`config.mk`:
```
export PLATFORM = sky130hd
export DESIGN_NAME = accel_divider
export DESIGN_NICKNAME = d
export VERILOG_FILES = /design/src/rtl/accel_pkg.sv /design/src/rtl/accel_div_step.sv /design/src/rtl/accel_divider.sv
export SDC_FILE = /design/constraint.sdc
export NUM_CORES = 2
export LEC_CHECK = 0
export ABC_AREA = 0
export CAP_MARGIN = 10
export CORE_ASPECT_RATIO = 1.1
export CORE_MARGIN = 3
export CORE_UTILIZATION = 50
export CTS_BUF_LIST = sky130_fd_sc_hd__clkbuf_16
export DETAILED_ROUTE_END_ITERATION = 6
export PLACE_DENSITY = 0.69
export SYNTH_ARGS = -nofsm -noshare
export SYNTH_HDL_FRONTEND = slang
export SYNTH_SLANG_ARGS = --single-unit
export TNS_END_PERCENT = 30
```
`constraint.sdc`:
```
create_clock -name clk -period 7.9 [get_ports clk]
set_input_delay 1.58 -clock clk [delete_from_list [all_inputs] [get_ports clk]]
set_output_delay 1.58 -clock clk [all_outputs]
set_load 0.005 [all_outputs]
```
`src/rtl/accel_pkg.sv`:
```
// Shared widths and state type for the wide multiply/divide accelerators.
package accel_pkg;

  // Defaults match the 131x128 multiplier: A/QUOT_W, B/DIVISOR_W, P/DIVIDEND_W.
  localparam int unsigned AccelDividendW = 259;
  localparam int unsigned AccelDivisorW  = 128;
  localparam int unsigned AccelQuotW     = 131;
  localparam int unsigned AccelCntW      = $clog2(AccelDividendW + 1);

  typedef enum logic [1:0] {
    IDLE = 2'd0,
    BUSY = 2'd1,
    DONE = 2'd2
  } div_state_t;

endpackage

```
`src/rtl/accel_div_step.sv`:
```
// One restoring-division iteration: shift in a dividend bit, compare, subtract.
module accel_div_step
  import accel_pkg::*;
#(
  parameter int unsigned DIVISOR_W = AccelDivisorW
) (
  input  logic [DIVISOR_W:0]   rem_i,
  input  logic                 bit_i,
  input  logic [DIVISOR_W-1:0] d_i,
  output logic [DIVISOR_W:0]   rem_o,
  output logic                 q_bit_o
);

  localparam int unsigned AccW = DIVISOR_W + 1;

  logic [AccW:0] trial;
  logic [AccW:0] d_ext;

  // rem_i < d_i always holds, so its MSB is zero and the extra bit only guards the compare.
  always_comb begin
    trial   = {rem_i, bit_i};
    d_ext   = {2'b00, d_i};
    q_bit_o = (trial >= d_ext);
    rem_o   = q_bit_o ? AccW'(trial - d_ext) : AccW'(trial);
  end

endmodule

```
`src/rtl/accel_divider.sv`:
```
// Multi-cycle restoring divider, one quotient bit per cycle, MSB first.
module accel_divider
  import accel_pkg::*;
#(
  parameter int unsigned DIVIDEND_W = AccelDividendW,
  parameter int unsigned DIVISOR_W  = AccelDivisorW,
  parameter int unsigned QUOT_W     = AccelQuotW
) (
  input  logic                  clk,
  input  logic                  rst_n,
  input  logic                  start,
  input  logic [DIVIDEND_W-1:0] N,
  input  logic [DIVISOR_W-1:0]  D,
  output logic [QUOT_W-1:0]     Q,
  output logic [DIVISOR_W-1:0]  R,
  output logic                  ready,
  output logic                  busy,
  output logic                  overflow,
  output logic                  div_by_zero
);

  localparam int unsigned CntW = $clog2(DIVIDEND_W + 1);

  div_state_t state_q, state_d;

  logic [DIVIDEND_W-1:0] dividend_q, dividend_d;
  logic [DIVISOR_W-1:0]  divisor_q, divisor_d;
  logic [DIVISOR_W:0]    rem_q, rem_d;
  logic [DIVIDEND_W-1:0] quo_q, quo_d;
  logic [CntW-1:0]       cnt_q, cnt_d;
  logic [QUOT_W-1:0]     q_q, q_d;
  logic [DIVISOR_W-1:0]  r_q, r_d;
  logic                  ready_q, ready_d;
  logic                  ovf_q, ovf_d;
  logic                  dbz_q, dbz_d;

  logic [CntW-1:0]    bit_idx;
  logic               last_iter;
  logic               div_zero;
  logic [DIVISOR_W:0] step_rem;
  logic               step_qbit;

  // Iteration k consumes dividend bit DIVIDEND_W-1-k and fills the same quotient position.
  assign bit_idx   = CntW'(DIVIDEND_W - 1) - cnt_q;
  assign last_iter = (cnt_q == CntW'(DIVIDEND_W - 1));
  assign div_zero  = (divisor_q == '0);

  accel_div_step #(
    .DIVISOR_W(DIVISOR_W)
  ) u_step (
    .rem_i  (rem_q),
    .bit_i  (dividend_q[bit_idx]),
    .d_i    (divisor_q),
    .rem_o  (step_rem),
    .q_bit_o(step_qbit)
  );

  // State register with synchronous active-low reset.
  always_ff @(posedge clk) begin
    if (!rst_n) state_q <= IDLE;
    else        state_q <= state_d;
  end

  // Next-state: start accepted only when idle or done; start in BUSY is ignored.
  always_comb begin
    state_d = state_q;
    unique case (state_q)
      IDLE, DONE: if (start) state_d = BUSY;
      BUSY:       if (div_zero || last_iter) state_d = DONE;
      default:    state_d = IDLE;
    endcase
  end

  // Datapath next-state: operand capture, iteration, result latch.
  always_comb begin
    dividend_d = dividend_q;
    divisor_d  = divisor_q;
    rem_d      = rem_q;
    quo_d      = quo_q;
    cnt_d      = cnt_q;
    q_d        = q_q;
    r_d        = r_q;
    ready_d    = ready_q;
    ovf_d      = ovf_q;
    dbz_d      = dbz_q;
    unique case (state_q)
      IDLE, DONE: begin
        if (start) begin
          dividend_d = N;
          divisor_d  = D;
          rem_d      = '0;
          quo_d      = '0;
          cnt_d      = '0;
          ready_d    = 1'b0;
          ovf_d      = 1'b0;
          dbz_d      = 1'b0;
        end
      end
      BUSY: begin
        if (div_zero) begin
          // Divide by zero finishes after a single busy cycle.
          q_d     = '1;
          r_d     = '0;
          ovf_d   = 1'b0;
          dbz_d   = 1'b1;
          ready_d = 1'b1;
        end else begin
          rem_d        = step_rem;
          quo_d[bit_idx] = step_qbit;
          cnt_d        = cnt_q + 1'b1;
          if (last_iter) begin
            q_d     = quo_d[QUOT_W-1:0];
            r_d     = DIVISOR_W'(step_rem);
            ovf_d   = |quo_d[DIVIDEND_W-1:QUOT_W];
            ready_d = 1'b1;
          end
        end
      end
      default: ;
    endcase
  end

  // Datapath registers with synchronous active-low reset.
  always_ff @(posedge clk) begin
    if (!rst_n) begin
      dividend_q <= '0;
      divisor_q  <= '0;
      rem_q      <= '0;
      quo_q      <= '0;
      cnt_q      <= '0;
      q_q        <= '0;
      r_q        <= '0;
      ready_q    <= 1'b0;
      ovf_q      <= 1'b0;
      dbz_q      <= 1'b0;
    end else begin
      dividend_q <= dividend_d;
      divisor_q  <= divisor_d;
      rem_q      <= rem_d;
      quo_q      <= quo_d;
      cnt_q      <= cnt_d;
      q_q        <= q_d;
      r_q        <= r_d;
      ready_q    <= ready_d;
      ovf_q      <= ovf_d;
      dbz_q      <= dbz_d;
    end
  end

  // Outputs come straight from registers; busy is decoded from state.
  always_comb begin
    Q           = q_q;
    R           = r_q;
    ready       = ready_q;
    busy        = (state_q == BUSY);
    overflow    = ovf_q;
    div_by_zero = dbz_q;
  end

endmodule

```
---- Word-level counts from Yosys, hierarchy flattened ----
Cells that the tools add are included.
word-level totals
  flip-flop bits (word level) ............. 1,048
  bits of input ports ..................... 390
  output and inout bits ................... 263
  logic and storage cells ................. 70
cells by class
  $add $sub $neg .......................... 3
  order comparisons ....................... 3
  equal/unequal tests ..................... 8
  mux-type cells .......................... 31
  reductions and logical operators ........ 14
operators with widths
  kind                   count
  $mux W259              2
  $pmux W259 S2          1
  $mux W129              3
  $mux W131              2
  $bwmux W259            1
  $pmux W129 S2          1
  $mux W128              2
  $ge A130 B128 Y1       1
  $sub A129 B128 Y129    1
  $logic_not A128 Y1     1
  $reduce_or A128 Y1     1
  $mux W9                2
  $pmux W9 S2            1
  $lt A9 B10 Y1 const B  1
  $add A9 B1 Y9 const B  1
  $bmux W1 S9            1
  $demux W1 S9           1
  $eq A9 B9 Y1 const B   1
  $ge A9 B1 Y1 const B   1
  $reduce_and A3 Y1      3
  $sub A9 B9 Y9 const A  1
  $mux W1                8
  $pmux W1 S2            3
  $reduce_and A2 Y1      3
  other kinds (12)       16

---- Longest topological paths before layout ----
  depth in word-level cells ............... 10
  mapped depth ............................ 36
  depth with buffers taken out ............ 28

---- Hierarchy ----
From an unflattened synthesis, not the netlist that was laid out.
second synthesis, totals
  cell total of the unflattened synthesis .. 7,257
  area, all modules ....................... 56,549.2 um^2
modules (own cells, without submodules)
  module          instances  cells each  area an instance (um^2)  sequential area each (um^2)
  accel_divider   1          5,519       46,375.7                 20,980.1
  accel_div_step  1          1,738       10,173.5                 0.0

---- Worst setup path after synthesis ----
No wires, ideal clock.
  kind .................................... reg2reg
  start point ............................. reg cnt_q[0]
  end point ............................... reg quo_q[109]
  setup time .............................. 0.128 ns
  arrival time ............................ 6.989 ns
  required time ........................... 7.772 ns
  setup slack ............................. 0.783 ns
  stages on the path, launching flop included .. 36
  path buffers ............................ 10
  clock period less this slack ............ 7.117 ns
  cells stage by stage .................... dfxtp_1 > clkbuf_1 > buf_1 > inv_1 > clkbuf_1 > buf_1 > ha_1 > clkbuf_1 > buf_1 > mux4_2 > nand2_1 > nand3_1 > a31oi_1 > a2111oi_0 > a311oi_1 > o32a_1 > ha_1 > inv_1 > fa_1 > a211oi_1 > nor2_1 > o31ai_1 > a21oi_1 > o31ai_1 > a2111oi_0 > o21ai_0 > a31oi_1 > or2_0 > clkbuf_1 > buf_2 > clkbuf_1 > clkbuf_1 > mux2i_1 > nor2_1 > a31oi_1 > nor2_1
between the ends
  word-level cells in the longest chain between the ends .. 8
  elaborated cells on any way between the ends .. 12
  classes of those cells .................. 1 x add/sub; 3 x order compare; 7 x mux; 1 x reduce/logical
RTL lines
  element                                                                   RTL line              text
  from (decl)                                                               accel_divider.sv:30   logic [CntW-1:0] cnt_q, cnt_d;
  from (signal assigned)                                                    accel_divider.sv:141  cnt_q <= cnt_d;
  $sub A9 B9 Y9 (*)                                                         accel_divider.sv:44   assign bit_idx = CntW'(DIVIDEND_W - 1) - cnt_q;
  parallel branches: the longest is 4 deep, another holds $ge A130 B128 Y1  --
  $bwmux W259 (*)                                                           accel_divider.sv:109  quo_d[bit_idx] = step_qbit;
  $mux W259 (*)                                                             accel_divider.sv:100  if (div_zero) begin
  $pmux W259 S2 (*)                                                         accel_divider.sv:86   unique case (state_q)
  to (signal assigned)                                                      accel_divider.sv:140  quo_q <= quo_d;
  to (decl)                                                                 accel_divider.sv:29   logic [DIVIDEND_W-1:0] quo_q, quo_d;
Mark *: on every way between the ends. The select of a mux whose other input is x is not followed.
A chain may end at the register's enable or synchronous reset.

---- Final worst setup path ----
  start point ............................. reg cnt_q[3]
  end point ............................... reg rem_q[124]
between the ends
  word-level cells in the longest chain between the ends .. 7
  elaborated cells on any way between the ends .. 8
  classes of those cells .................. 2 x add/sub; 1 x order compare; 5 x mux
RTL lines
  element                                                  RTL line                                    text
  $sub A9 B9 Y9 (*)                                        accel_divider.sv:44
  $bmux W1 S9 (*)                                          accel_divider.sv:52                         .bit_i (dividend_q[bit_idx]),
  $mux W1 (implied by the code) (*)                        accel_divider.sv:52
  $sub A129 B128 Y129 or $ge A130 B128 Y1 (tied branches)  accel_div_step.sv:24, accel_div_step.sv:23
  $mux W129 (*)                                            accel_div_step.sv:24                        rem_o = q_bit_o ? AccW'(trial - d_ext) : AccW'(trial);
  $mux W129 (*)                                            accel_divider.sv:100
  $pmux W129 S2 (*)                                        accel_divider.sv:86
  to (signal assigned)                                     accel_divider.sv:139                        rem_q <= rem_d;
  to (decl)                                                accel_divider.sv:28                         logic [DIVISOR_W:0] rem_q, rem_d;
Mark *: on every way between the ends. The rest lies on a longest branch, timed or not. The select of a mux whose other input is x is not followed.

==> results.py <==
metrics = {
    "status": {
        "run_status": "complete, but fails checks",
        "violations": "DRC",
    },
    "timing": {
        "slew_violations": 0,
        "rsz0062_at_grt": "no",
        "postLayoutSetupSlackWorst_ns": 0.471,
        "timing.fmax_mhz": 135,
        "clock_skew_ns": 0.0399,
        "worst_slew_pin_slew_ns": 1.26,
        "finalSetupTns_ns": 0,
        "fin_crit_sh_pct": 94.0,
        "slew_headroom_pct": 15.8,
        "hold_viol_final": 0,
        "finalWorstPathRequiredPeriod_ns": 7.43,
        "setup_violations": 0,
    },
    "worst_setup_path": {
        "cp-start-kind": "flop",
        "path_common_cell": "buf_4",
        "crit_family": "compound AO/OA/AOI/OAI gates",
        "worstSetupPathType": "flop to flop",
        "cp_num_buf_inv": 8,
        "cp.depth": 30,
        "ff2ff_path_depth": 30,
        "critPathArrivalTime_ns": 8.01,
        "cp_slowest_cell": "o31ai_1",
        "regToRegSetupSlack_ns": 0.47,
        "endpoint_kind": "flop",
        "slowest_delay_ns": 0.79,
        "crit_fanout": 14,
        "required_ns": 8.48,
    },
    "yosys": {
        "yosysWarnings": 0,
        "ys_seq_area_share_pct": 39.3,
        "synth_seq_cells": 1048,
        "syn_avg_cell_area_sq_um": 7.38,
        "synth_edf_count": 0,
        "synth_cells": 7236,
        "synth_area_leaders": "dfxtp_1 (39%), a21oi_1 (9.9%), nand2_1 (9.5%), o21ai_0 (6.4%), nor2_1 (4.2%)",
        "synth_top_area_share_pct": 39.3,
        "async_flop_share_pct": 0,
        "syn-cell-area_sq_mm": 0.0534,
        "synth_top_cell_by_area": "dfxtp_1",
        "syn_nets": 7760,
        "synth_flop_cell": "dfxtp_1",
        "synthDistinctLibCells": 80,
    },
    "die": {
        "initial_core_util_pct": 50.5,
        "core_region_area_sq_mm": 0.106,
        "dieWidth_um": 317,
        "io_pins": 653,
        "die_h_um": 349,
        "die-area_sq_mm": 0.111,
        "rows": 125,
    },
    "cells_and_area": {
        "final_cells": 9024,
        "area_growth_syn_to_layout_pct": 20.7,
        "drive_above_1_share_pct": 5.12,
        "layout.area.seq_sq_mm": 0.0210,
        "utilization_pct": 60.9,
        "nets": 8048,
        "multi_input_area_sq_mm": 0.0295,
        "num-fill-cells": 9769,
    },
    "clock_network": {
        "cts_setup_buffers": 0,
        "cts_buffers": 108,
        "clock_latency_ns": 0.73,
        "cts.clk_slew.worst_paths_ns": 0.06,
        "root_buffer": "clkbuf_16",
        "cts_tree": "built",
        "clock_sinks": 1048,
        "htree_levels": 3,
        "clock_path_buffers": 3,
    },
    "placed_design": {
        "dp_cells": 8810,
        "post-dp-hpwl_mm": 144,
        "dp_slack_ns": -0.00294,
        "routabilityCongestion": 0.981,
        "portBuffers": 652,
    },
    "grt": {
        "grt_pass1_wl_mm": 314,
        "grt_use_total_pct": 35.6,
        "grt_antenna_before_repair": 15,
        "grt_pass1_vias": 52100,
        "grt_max_degree": 222,
        "gr-total-overflow": 0,
    },
    "route": {
        "drt-total-wl_mm": 208,
        "wl_per_cell_um": 23.1,
        "drc_errors": 7,
        "drtAntennaViolNets": 0,
        "dr.pass1.iters": 7,
        "drt_iter0_markers": 6051,
        "via_count": 55300,
        "vias_per_cell": 6.13,
    },
    "hold_path": {
        "holdPathStages": 2,
        "hold_path.class": "flop to flop",
    },
    "pwr": {
        "p_leak_uw": 0.0249,
        "power_uw": 22800,
        "power_density_mw_per_mm2": 354,
        "peakVddDrop_mv": 0.554,
    },
    "job": {
        "drv_cap": 0,
    },
}
[metal layers]
layer	wire (um)	up-vias	GRT usage [%]
met4	11000	8	18.0
li1	-	25800	-
met3	16900	513	6.16
met2	96200	2559	57.9
met1	84000	26400	45.5
met5	51	-	0
[what timing repair did]
action | 4_1_cts | 5_1_grt
gates resized for setup | 1 | 10
pin swaps | 0 | 1
setup endpoints to repair | 56 | 557
cloned | 0 | 1
hold buffers | 0 | 0
[worst paths after layout]
| kind | start | to |
|---|---|---|
| setup / recovery | cnt_q[3] | rem_q[124] |
| hold reg to reg | dividend_q[29] | dividend_q[29] |
| hold / removal | dividend_q[29] | dividend_q[29] |
| setup reg to reg | cnt_q[3] | rem_q[124] |
[cells in the mapped netlist (25+ instances only)]
| master | instances |
|---|---|
| clkbuf_1 | 558 |
| a21oi_1 | 1057 |
| nor4_1 | 58 |
| dfxtp_1 | 1048 |
| buf_1 | 45 |
| nor3_1 | 53 |
| a2bb2oi_1 | 42 |
| nand2_1 | 1347 |
| o21a_1 | 67 |
| a22oi_1 | 25 |
| mux2i_1 | 182 |
| nand4_1 | 109 |
| a21o_1 | 48 |
| ha_1 | 133 |
| nand3_1 | 206 |
| and3_1 | 37 |
| nor2_1 | 604 |
| inv_1 | 200 |
| a22o_1 | 39 |
| a31oi_1 | 187 |
| xor2_1 | 53 |
| o21bai_1 | 44 |
| xnor2_1 | 82 |
| o21ai_0 | 686 |
[worst min-delay path, delay by kind of cell (launching register included)]
family             cells  cell delay [ns]
AOI/OAI and AO/OA      1             0.05
DFF                    1             0.30
and+or+nand+nor        1             0.05
[area by class of cell]
class	count	share of cell area (%)
inverter	203	1.20
antenna	10	0.0388
clock buffer	109	4.23
clock inverter	94	1.37
tap	1397	2.71
timing repair buffer	790	12.0
sequential	1048	32.6
multi-input combinational	5373	45.9
[kinds of logic after synthesis]
logic type | share of synthesized area, %
simple gates | 19.8
compound gates | 25.3
flops | 39.3
buf+inv | 5.77
mux | 4.38
xor+xnor | 2.22
fa+ha+maj | 3.16
[report_power, final]
group	internal (uW)	switching, uW	total (uW)	leakage [uW]
registers	5620	320	5940	0.00851
clock network	2980	2300	5270	0.00184
logic	4200	7390	11600	0.0145
total	12800	10000	22800	0.0249
[cells in the final DEF (no fill, tap or decap), drive strengths merged, types with 14 or more instances in the layout]
master / instances
mux2i: 182
xor2: 53
o31ai: 19
inv: 228
mux4: 22
a31oi: 187
a21oi: 1057
or3: 22
nand2: 1347
o21a: 67
a22o: 39
dfxtp: 1048
a2bb2oi: 42
nor4: 58
nor2: 605
o211ai: 15
and3: 37
a21o: 48
o21bai: 44
buf: 139
o221ai: 16
clkbuf: 109
a22oi: 26
xnor2: 82
a21boi: 14
and2: 15
clkdlybuf4s50: 651
nand3: 206
ha: 133
clkinv: 47
a211oi: 18
o22ai: 18
bufinv: 14
nor3: 53
nand4: 109
o21ai: 688
nand2b: 19
[metrics by stage]
step	instance area (sq um)	hold slack, ns
global route	64400	0.467
detailed placement	60700	0.444
floorplan	53400	0.433
global placement	60700	0.436
CTS	64300	0.452
finish	64400	0.450
[registers in the layout (all words and copies together) (netlist names), 2 cells and up]
signal and cells:
Q 131, R 128, cnt_q 9, dividend_q 259
divisor_q 128, quo_q 259, rem_q 129, state_q 2
(Power assumes the default switching activity.)
